===== src/rtl/dac_i2s_serializer.sv =====
// I2S output stage: buffers mono samples in a 2-entry FIFO and sends each one
// in both slots of a Philips-format frame, with a bit clock divided from clk.
module dac_i2s_serializer #(
    parameter int unsigned SAMPLE_W = 16,
    parameter int unsigned SLOT_W   = 32
) (
    input  logic                clk,
    input  logic                rst_n,
    input  logic [7:0]          bclk_period,
    input  logic                sample_vld,
    input  logic [SAMPLE_W-1:0] sample,
    output logic                bclk,
    output logic                lr_clk,
    output logic                dout,
    output logic [1:0]          fifo_level,
    output logic                overflow,
    output logic                underrun
);

    localparam int unsigned FRAME_LEN = 2 * SLOT_W;
    localparam int unsigned POS_W     = $clog2(FRAME_LEN);
    localparam int unsigned BIT_W     = (SAMPLE_W > 1) ? $clog2(SAMPLE_W) : 1;
    localparam logic [POS_W-1:0] POS_LAST = POS_W'(FRAME_LEN - 1);
    localparam logic [POS_W-1:0] POS_ONE  = POS_W'(1);

    // Divider and frame state
    logic [7:0]          div_cnt_q;
    logic                bclk_q;
    logic                lr_q;
    logic                dout_q;
    logic [POS_W-1:0]    pos_q;
    logic [SAMPLE_W-1:0] shreg_q;

    // Sample FIFO
    logic [SAMPLE_W-1:0] mem_q [2];
    logic                rd_ptr_q;
    logic                wr_ptr_q;
    logic [1:0]          level_q;
    logic [1:0]          level_d;
    logic                overflow_q;
    logic                underrun_q;

    // Event decode
    logic                div_run;
    logic                div_wrap;
    logic                fall_evt;
    logic [POS_W-1:0]    pos_nxt;
    logic                load;
    logic                pop;
    logic                push_ok;
    logic                drop;

    // Next bit on the serial line
    logic [31:0]         pos_ext;
    logic [BIT_W-1:0]    bit_sel;
    logic                lr_nxt;
    logic                dout_nxt;

    // >= rather than == so that lowering bclk_period below div_cnt wraps at once
    assign div_run  = (bclk_period != 8'd0);
    assign div_wrap = div_run && (div_cnt_q >= (bclk_period - 8'd1));
    assign fall_evt = div_wrap && bclk_q;
    assign pos_nxt  = (pos_q == POS_LAST) ? '0 : (pos_q + POS_ONE);
    assign load     = fall_evt && (pos_nxt == '0);

    // A load pops only a non-empty FIFO; a push into a full FIFO needs that pop to fit
    assign pop      = load && (level_q != 2'd0);
    assign push_ok  = sample_vld && ((level_q != 2'd2) || pop);
    assign drop     = sample_vld && !push_ok;

    // Select lr_clk and the data bit that go out at the new frame position
    always_comb begin
        pos_ext  = 32'(pos_nxt);
        lr_nxt   = (pos_ext >= SLOT_W);
        dout_nxt = 1'b0;
        bit_sel  = '0;
        if ((pos_ext >= 32'd1) && (pos_ext <= SAMPLE_W)) begin
            bit_sel  = BIT_W'(SAMPLE_W - pos_ext);
            dout_nxt = shreg_q[bit_sel];
        end else if ((pos_ext >= SLOT_W + 1) && (pos_ext <= SLOT_W + SAMPLE_W)) begin
            bit_sel  = BIT_W'(SLOT_W + SAMPLE_W - pos_ext);
            dout_nxt = shreg_q[bit_sel];
        end
    end

    // FIFO occupancy after this cycle's push and pop
    always_comb begin
        level_d = level_q;
        if (push_ok && !pop) begin
            level_d = level_q + 2'd1;
        end else if (pop && !push_ok) begin
            level_d = level_q - 2'd1;
        end
    end

    // Bit-clock divider; holds completely while bclk_period is zero
    always_ff @(posedge clk or negedge rst_n) begin
        if (!rst_n) begin
            div_cnt_q <= 8'd0;
            bclk_q    <= 1'b0;
        end else if (div_run) begin
            if (div_wrap) begin
                div_cnt_q <= 8'd0;
                bclk_q    <= ~bclk_q;
            end else begin
                div_cnt_q <= div_cnt_q + 8'd1;
            end
        end
    end

    // Frame position, word select, data and frame load, all on bclk falling
    always_ff @(posedge clk or negedge rst_n) begin
        if (!rst_n) begin
            pos_q      <= POS_LAST;
            lr_q       <= 1'b1;
            dout_q     <= 1'b0;
            shreg_q    <= '0;
            underrun_q <= 1'b0;
        end else if (fall_evt) begin
            pos_q  <= pos_nxt;
            lr_q   <= lr_nxt;
            dout_q <= dout_nxt;
            if (load) begin
                if (pop) begin
                    shreg_q <= mem_q[rd_ptr_q];
                end else begin
                    underrun_q <= 1'b1;
                end
            end
        end
    end

    // Two-entry FIFO storage, pointers, level and sticky overflow
    always_ff @(posedge clk or negedge rst_n) begin
        if (!rst_n) begin
            mem_q[0]   <= '0;
            mem_q[1]   <= '0;
            rd_ptr_q   <= 1'b0;
            wr_ptr_q   <= 1'b0;
            level_q    <= 2'd0;
            overflow_q <= 1'b0;
        end else begin
            if (pop) begin
                rd_ptr_q <= ~rd_ptr_q;
            end
            if (push_ok) begin
                mem_q[wr_ptr_q] <= sample;
                wr_ptr_q        <= ~wr_ptr_q;
            end
            level_q <= level_d;
            if (drop) begin
                overflow_q <= 1'b1;
            end
        end
    end

    assign bclk       = bclk_q;
    assign lr_clk     = lr_q;
    assign dout       = dout_q;
    assign fifo_level = level_q;
    assign overflow   = overflow_q;
    assign underrun   = underrun_q;

endmodule


===== config.mk =====
export PLATFORM = sky130hd
export DESIGN_NAME = dac_i2s_serializer
export DESIGN_NICKNAME = d
export VERILOG_FILES = /design/src/rtl/dac_i2s_serializer.sv
export SDC_FILE = /design/constraint.sdc
export NUM_CORES = 1
export LEC_CHECK = 0
export CAP_MARGIN = 10
export CORE_MARGIN = 8
export CORE_UTILIZATION = 30
export DETAILED_ROUTE_END_ITERATION = 7
export SYNTH_ARGS = -nofsm -noshare
export SYNTH_HDL_FRONTEND = slang
export SYNTH_SLANG_ARGS = --single-unit
export TNS_END_PERCENT = 50

===== constraint.sdc =====
create_clock -name clk -period 7.65 [get_ports clk]
set_input_delay 2.295 -clock clk [delete_from_list [all_inputs] [get_ports clk]]
set_output_delay 2.295 -clock clk [all_outputs]
set_load 0.005 [all_outputs]

Word-level counts from Yosys, hierarchy flattened
Cells that the tools add are included.
Cells by class
  $lt $le $gt $ge: 11
  $add $sub $neg: 7
  reduce and logical (&&, ||, !) cells: 21
  eq/ne operators: 2
  bitwise operators: 6
  muxes and demuxes: 16
Operator list (count)
  two-way mux 16 bit: 4
  bitwise mux 32 bit: 1
  demux 16 bit (select 1 bit): 1
  >= comparator 6 bit (second input constant): 2
  logical AND 1 bit: 11
  < comparator 4 x 5 -> 1 bit (second input constant): 2
  adder 8 x 1 -> 8 bit (second input constant): 1
  binary-select mux 1 bit (select 4 bit): 2
  >= comparator 8 bit: 1
  two-way mux 8 bit: 1
  nonzero test 8 bit: 1
  subtractor 1 x 4 -> 4 bit (first input constant): 2
  subtractor 8 x 1 -> 8 bit (second input constant): 1
  adder 6 x 1 -> 6 bit (second input constant): 1
  == test 6 bit (second input constant): 1
  >= comparator 6 x 1 -> 1 bit (second input constant): 1
  <= comparator 6 x 5 -> 1 bit (second input constant): 1
  <= comparator 6 bit (second input constant): 1
  logical NOT 6 bit: 1
  two-way mux 6 bit: 1
  AND reduction 3 bit: 2
  >= comparator 2 bit (second input constant): 2
  two-way mux 1 bit: 4
  two-way mux 2 bit: 2
  other kinds (10): 16
Word-level totals
  input port bits: 27
  flip-flop bits (word level): 71
  output and inout bits: 7
  logic and storage cells: 76

Longest topological paths before layout
Gate-level depths: netlist of run 1.
  word-level depth: 12
  gate-level depth with buffers: 15

Least setup slack after synthesis of run 1
No wires, ideal clock.
  kind: input to register
  start: input bclk_period[2]
  end: register level_q[1], in the netlist fifo_level[1]
  data required time: 7571 ps
  path slack: 2599 ps
  setup time: 79 ps
  stages on the path: 14
  path buffers: 1
  arrival: 4972 ps
  path through: nor3_4 nand3_1 nor3_1 xnor2_1 ha_1 and3_1 a221o_1 a22oi_4 nor3_4 buf_8 inv_1 ha_1 nor2_1 xor2_1
On the way
  cells in the longest elaborated chain, start to end: 11
Ends and longest elaborated chain
  start, declared: line 9  | input logic [7:0] bclk_period,
  subtractor 8 x 1 -> 8 bit: line 61  | assign div_wrap = div_run && (div_cnt_q >= (bclk_period - 8'd1));
  >= comparator 8 bit: line 61
  logical AND 1 bit *: line 61
  logical AND 1 bit *: line 62  | assign fall_evt = div_wrap && bclk_q;
  logical AND 1 bit *: line 64  | assign load = fall_evt && (pos_nxt == '0);
  logical AND 1 bit *: line 67  | assign pop = load && (level_q != 2'd0);
  logical OR 1 bit: line 68  | assign push_ok = sample_vld && ((level_q != 2'd2) || pop);
  logical AND 1 bit: line 68
  logical NOT 1 bit: line 91  | end else if (pop && !push_ok) begin
  logical AND 1 bit: line 91
  nonzero test 2 bit (no line)
  end signal, assigned: line 150  | level_q <= level_d;
  end, declared: line 38  | logic [1:0] level_q;
Mark *: on every way between the ends. The rest lies on a longest branch, timed or not.
A chain may end at the register's enable or synchronous reset.

Final worst setup path of run 1
Same ends and word-level chain as after synthesis.

==> results of run 1 <==
[layer usage]
layer | vias up | GRT usage [%] | wire length, um
met2 | 38 | 15.8 | 3710
met5 | - | 0 | 0
met4 | 0 | 2.25 | 53
met1 | 1224 | 12.2 | 3550
li1 | 1184 | - | -
met3 | 7 | 3.55 | 297
[power groups by stage]
stage / Sequential, mW / Combinational [mW] / Clock [mW]
after floorplan: 0.625 / 0.508 / 0
after global placement: 0.670 / 0.602 / 0
after detailed placement: 0.677 / 0.615 / 0
after CTS: 0.672 / 0.621 / 0.411
after global routing: 0.695 / 0.670 / 0.430
final: 0.672 / 0.606 / 0.398
[cell type report]
type | count | area share, %
clock buffers | 10 | 5.12
clock inverters | 6 | 1.10
multi-input cells | 214 | 43.1
flip-flops and latches | 71 | 38.2
well taps | 172 | 4.61
inverters | 7 | 0.563
repair buffers | 35 | 7.29
[state kept, by name, summed over array words and instances (netlist names), 2 cells and up]
name,cells
div_cnt_q,8
fifo_level,2
mem_q,32
pos_q,6
shreg_q,16
[cells by family (layout without fill, tap and decap cells)]
kind of cell    count (synthesis)  count (layout)
mux                            75              75
flops                          71              71
simple gates                   68              68
compound gates                 40              40
buf+inv                        18              58
xor+xnor                       17              17
fa+ha+maj                      14              14
[metrics by stage]
step | setup slack [ps] | utilization (%)
floorplan | 2600 | -
global placement | 1880 | 34.6
detailed placement | 1770 | 34.6
CTS | 2080 | 36.8
global route | 1850 | 36.8
finish | 2100 | 36.8
[synthesized netlist by cell type (all sizes together), types with 2 or more instances]
cell    count  area, um^2
nand2b      4        25.0
xnor2       7        68.8
a21o        2        15.0
nand3b      2        15.0
inv         7        26.3
a21oi       7        35.0
nand2      13        51.3
nand4       5        31.3
a22o        3        26.3
mux2i       2        20.0
buf         6        57.5
ha         14         175
mux4        4        90.1
xor2       10        95.1
dfrtp      64        1600
a41oi       2        17.5
nor3        8        62.6
dfstp       7         184
nand3       5        30.0
clkbuf      5        20.0
nor2b       6        37.5
nor2       13        48.8
and3        7        48.8
a31o        3        26.3
mux2       69         815
o21ai       9        67.6
[critical path: stages]
cell and delay (ps):
sky130_fd_sc_hd__clkdlybuf4s50_1 510, sky130_fd_sc_hd__nor3_4 300, sky130_fd_sc_hd__nand3_1 150, sky130_fd_sc_hd__nor3_1 210, sky130_fd_sc_hd__xnor2_1 160, sky130_fd_sc_hd__ha_1 260, sky130_fd_sc_hd__and3_1 210, sky130_fd_sc_hd__a221o_1 380
sky130_fd_sc_hd__a22oi_4 370, sky130_fd_sc_hd__nor3_4 70, sky130_fd_sc_hd__buf_4 230, sky130_fd_sc_hd__inv_1 90, sky130_fd_sc_hd__ha_1 150, sky130_fd_sc_hd__xor2_1 150, sky130_fd_sc_hd__nor2_1 70, sky130_fd_sc_hd__xor2_1 140
[worst max-delay path by stage]
stage	end	start
2_1_floorplan	fifo_level[1]	bclk_period[2]
3_3_place_gp	fifo_level[1]	bclk_period[2]
3_5_place_dp	fifo_level[1]	bclk_period[2]
4_1_cts	fifo_level[1]	bclk_period[2]
5_1_grt	fifo_level[1]	bclk_period[2]
6_report	fifo_level[1]	bclk_period[2]
==> results.yml, run 1 <==
floorplan:
  chipWidth_um: 130
  start_util_pct: 30.8
  fp.dieArea_um2: 16900
  pin_count: 34
  core_region_area_um2: 12700
  die_y_um: 130
  placementRows: 41
worst_setup_path:
  r2r_cells: 13
  worstSetupStartpointType: "input pin"
  timing.critical_path.arrival_ps: 5760
  critPathRequiredTime_ps: 7860
  highest_fanout_seen_on_the_critical_path: 18
  criticalPathCategory: "in -> reg"
  reg2reg_from: "div_cnt_q[0]"
  critical_path.endpoint_type: "flip-flop"
  reg2reg_to: "fifo_level[1]"
  reg2reg_slack_ps: 4780
synth:
  synth_edf_count: 0
  synth_seq_area_share_pct: 45.8
  synth-xor-area-share_pct: 4.20
  synth_top_family_by_area: "multiplexers"
  fraction_of_the_mapped_netlist_area_in_adder_cells_pct: 4.49
  synth.ff_latch_count: 71
  postSynthCellCount: 303
  share_of_cell_area_taken_by_muxes_after_synthesis_pct: 23.7
  synth.avg_cell_area_um2: 12.9
  complex_gate_fraction_of_the_synthesized_area_pct: 8.76
  synth_warnings: 0
  netlist-cell-type-count: 57
  postSynth.asyncResetShare_pct: 100
  synth_area_um2: 3900
  synth_nets: 344
  synth_flop_cell: "sky130_fd_sc_hd__dfrtp_1"
  synth_simple_gate_area_share_pct: 10.4
power:
  power.combinational.fraction_pct: 36.2
  power.static_leakage_nw: 1.98
  power.ir.vdd_worst_v: 0.000142
  switching_share_pct: 32.3
  power_mw: 1.68
  net-switching-power_mw: 0.540
  p_per_area_nw_per_um2: 359
  seq_power_share_pct: 40.1
  power_frac_clock_pct: 23.7
  internal-power_mw: 1.14
clock_network:
  post-cts-setup-buffers: 0
  clock_insertion_delay_at_the_later_pin_of_the_skew_report_ps: 330
  max-clock-path-buffers: 2
  postCtsResizedCells: 0
  clkSlewWorstSetupHoldPaths_ps: 60
  root_buffer: "sky130_fd_sc_hd__clkbuf_16"
  h_tree_depth: 3
  tritoncts_num_sinks: 71
  cts_hold_repair.buffers: 0
  cts_inserted_buffers: 9
  tritoncts_clock_tree: "done"
sta:
  timing.final.setup_violations: 0
  rsz0062_at_grt: "no"
  timing.final.hold_violations: 0
  achievable-frequency_mhz: 180
  timing_worst_slew_pin_value_ps: 902
  hold_slack_ps: 468
  finalClockSkew_ps: 11.2
  drv_slew: 0
  fin_tns_setup_ps: 0
  worst_slew_slack_as_a_fraction_of_its_limit_pct: 39.9
  timing.final.crit_period_ps: 5550
  final.period_utilization_pct: 72.5
finish:
  fill_cells: 1262
  synthToLayoutAreaGrowth_pct: 19.7
  fin_nets: 379
  n_antenna_cell: 0
  final_cells: 515
  layout_commonest_cell: "sky130_fd_sc_hd__dfrtp_1"
  final_cell_area_um2: 4670
  seq_area_um2: 1790
  mostFrequentLayoutCells: "sky130_fd_sc_hd__dfrtp_1 (64), sky130_fd_sc_hd__mux2_2 (59), sky130_fd_sc_hd__clkdlybuf4s50_1 (32), sky130_fd_sc_hd__ha_1 (14), sky130_fd_sc_hd__nor2_1 (13)"
  multiInputGateArea_um2: 2010
  final_layout_size_suffix_gt1_share_pct: 35.0
global_route:
  global_route.usage.total_pct: 9.76
  grt_pass1_vias: 2598
  grt_antenna_before_repair: 0
  grt_overflow_total: 0
  grt_max_degree: 72
  grt_first_pass_wirelength_mm: 13.0
place:
  postPlaceCellArea_um2: 4380
  dpl.hpwl_mm: 5.27
  gp_congestion: 0.772
  place_inst: 499
  portBuffers: 33
route:
  drt_iter0_markers: 119
  wl_mm: 7.61
  dr_total_vias: 2453
  viasPerCell: 4.76
  drt.antenna.violating_nets: 0
  detail_route.first_pass.iterations: 4
  post-route-drc-count: 0
  post_drt_wl_per_cell_um: 14.8
run_status:
  outcome: "finished clean"
hold_path:
  holdCritStartpoint: "underrun"
  worstHoldPathCells: 1
  hold_path.class: "reg -> reg"
  worstHoldEndpoint: "underrun"
flow_run:
  cap_viol_max_count: 0
Power figures use the tool's default switching activity.
==> run 2: changes to the inputs <==
==> constraint.sdc (replaced) <==
create_clock -name clk -period 4.9 [get_ports clk]
set_input_delay 1.47 -clock clk [delete_from_list [all_inputs] [get_ports clk]]
set_output_delay 1.47 -clock clk [all_outputs]
set_load 0.005 [all_outputs]
==> results.yml, run 2 (synthesis gave the netlist of run 1 again) <==
hold_path:
  hold_path.class: "reg -> reg"
  worstHoldPathCells: 1
route:
  viasPerCell: 4.74
  met3WireLength_um: 286
  wl_mm: 7.60
  post-route-drc-count: 0
  highest_signal_layer_in_the_routed_design: "met4"
  dr_total_vias: 2472
  wl_met2_mm: 3.69
  wl_met1_mm: 3.49
  drt_iter0_markers: 73
  post_drt_wl_per_cell_um: 14.6
  detail_route.first_pass.iterations: 4
  drt.antenna.violating_nets: 0
worst_setup_path:
  critical_path.endpoint_type: "flip-flop"
  critical-path-top-cell-by-count: "sky130_fd_sc_hd__ha_1"
  worstSetupStartpointType: "input pin"
  criticalPathCategory: "in -> reg"
  highest_fanout_seen_on_the_critical_path: 4
  critPathRequiredTime_ps: 5160
  timing.critical_path.arrival_ps: 4670
  critical_path.slowest_cell: "sky130_fd_sc_hd__clkdlybuf4s50_1"
  reg2reg_slack_ps: 2180
  path_cells: "clkdlybuf4s50_1, nor3_4, nand3_1, nor3_1, xnor2_1, ha_1, and3_1, a221o_1, a22oi_4, or2_2, a21boi_0, ha_1, nor2_1, xor2_1"
  r2r_cells: 11
  critPathMaxStageDelay_ps: 510
sta:
  drv_slew: 0
  worst_slew_slack_as_a_fraction_of_its_limit_pct: 34.0
  hold_slack_ps: 468
  final.period_utilization_pct: 90.1
  timing.final.setup_violations: 0
  rsz0062_at_grt: "no"
  finalClockSkew_ps: 5.91
  achievable-frequency_mhz: 227
  timing_worst_slew_pin_value_ps: 990
  timing.final.hold_violations: 0
  fin_tns_setup_ps: 0
  timing.final.crit_period_ps: 4410
finish:
  mostFrequentLayoutCells: "sky130_fd_sc_hd__dfrtp_1 (64), sky130_fd_sc_hd__mux2_2 (59), sky130_fd_sc_hd__clkdlybuf4s50_1 (32), sky130_fd_sc_hd__ha_1 (14), sky130_fd_sc_hd__nor2_1 (13)"
  fin_nets: 386
  reg.largest.list: "mem_q (32), shreg_q (16), div_cnt_q (8)"
  register_bank_with_the_most_flops: "mem_q"
  synthToLayoutAreaGrowth_pct: 21.6
  largest_reg_flops: 32
  final_cells: 522
  layout_commonest_cell: "sky130_fd_sc_hd__dfrtp_1"
  final_layout_size_suffix_gt1_share_pct: 36.0
  n_antenna_cell: 0
  finalCoreUtilization_pct: 37.4
place:
  place_inst: 506
  gp_congestion: 0.777
  dpl.hpwl_mm: 5.36
  portBuffers: 33
floorplan:
  core_region_area_um2: 12700
  die_y_um: 130
  chipWidth_um: 130
  start_util_pct: 30.8
  pin_count: 34
  fp.dieArea_um2: 16900
  placementRows: 41
global_route:
  grt_antenna_before_repair: 0
  global_route.usage.total_pct: 9.89
  grt_first_pass_wirelength_mm: 13.1
  grt_max_degree: 45
  grt_overflow_total: 0
  grt_pass1_vias: 2583
clock_network:
  tritoncts_clock_tree: "done"
  tritoncts_num_sinks: 71
  clkSlewWorstSetupHoldPaths_ps: 60
  postCtsResizedCells: 0
  clock_insertion_delay_at_the_later_pin_of_the_skew_report_ps: 330
  cts_hold_repair.buffers: 0
  root_buffer: "sky130_fd_sc_hd__clkbuf_16"
  max-clock-path-buffers: 2
  post-cts-setup-buffers: 0
  cts_inserted_buffers: 9
  h_tree_depth: 3
power:
  power_mw: 2.68
  p_per_area_nw_per_um2: 565
  power.static_leakage_nw: 2.03
  power.ir.vdd_worst_v: 0.000254
flow_run:
  cap_viol_max_count: 0
run_status:
  outcome: "finished clean"
==> run 2: cell types whose count changed in the layout (fill, tap and decap cells not counted), sizes merged <==
cell,before,now
inv,10,9
buf,3,10
bufinv,0,1
==> run 2: worst paths after layout <==
| check | start | endpoint |
|---|---|---|
| setup reg to reg | pos_q[0] | fifo_level[1] |
| setup / recovery | bclk_period[2] | fifo_level[1] |
| max in group asynchronous | rst_n | div_cnt_q[6] |
| hold / removal | underrun | underrun |
| hold reg to reg | underrun | underrun |
| min in group asynchronous | rst_n | div_cnt_q[0] |
==> run 2: final cells by class <==
class / count / area (um^2)
flip-flops and latches: 71 / 1790
clock buffers: 10 / 229
multi-input cells: 214 / 2010
clock inverters: 6 / 68.8
fillers: 1246 / 7930
repair buffers: 42 / 405
well taps: 172 / 215
inverters: 7 / 26.3
==> run 2: power by group <==
| group | switching, mW | total [mW] | leakage, nW | internal, mW |
|---|---|---|---|---|
| Combinational | 0.395 | 0.977 | 1.01 | 0.582 |
| Sequential | 0.195 | 1.05 | 0.871 | 0.850 |
| Clock | 0.257 | 0.655 | 0.143 | 0.398 |
| Total | 0.847 | 2.68 | 2.03 | 1.83 |
==> run 2: layer usage <==
layer | global-route usage (%) | vias up
met3 | 2.16 | 11
li1 | - | 1196
met1 | 12.2 | 1224
met2 | 16.3 | 41
met4 | 4.30 | 0
met5 | 0 | -
==> run 2: worst max-delay path, delay by kind of cell <==
family	cells	cell delay [ps]
buf+inv	1	510
compound gates	3	730
simple gates	6	1070
xor+xnor	2	300
fa+ha+maj	2	580
==> run 2: stage by stage <==
stage / worst slack (ps) / cell area, um^2
6_report: 487 / 4740
3_5_place_dp: 134 / 4440
2_1_floorplan: 674 / 3900
4_1_cts: 464 / 4740
3_3_place_gp: 217 / 4440
5_1_grt: 154 / 4740
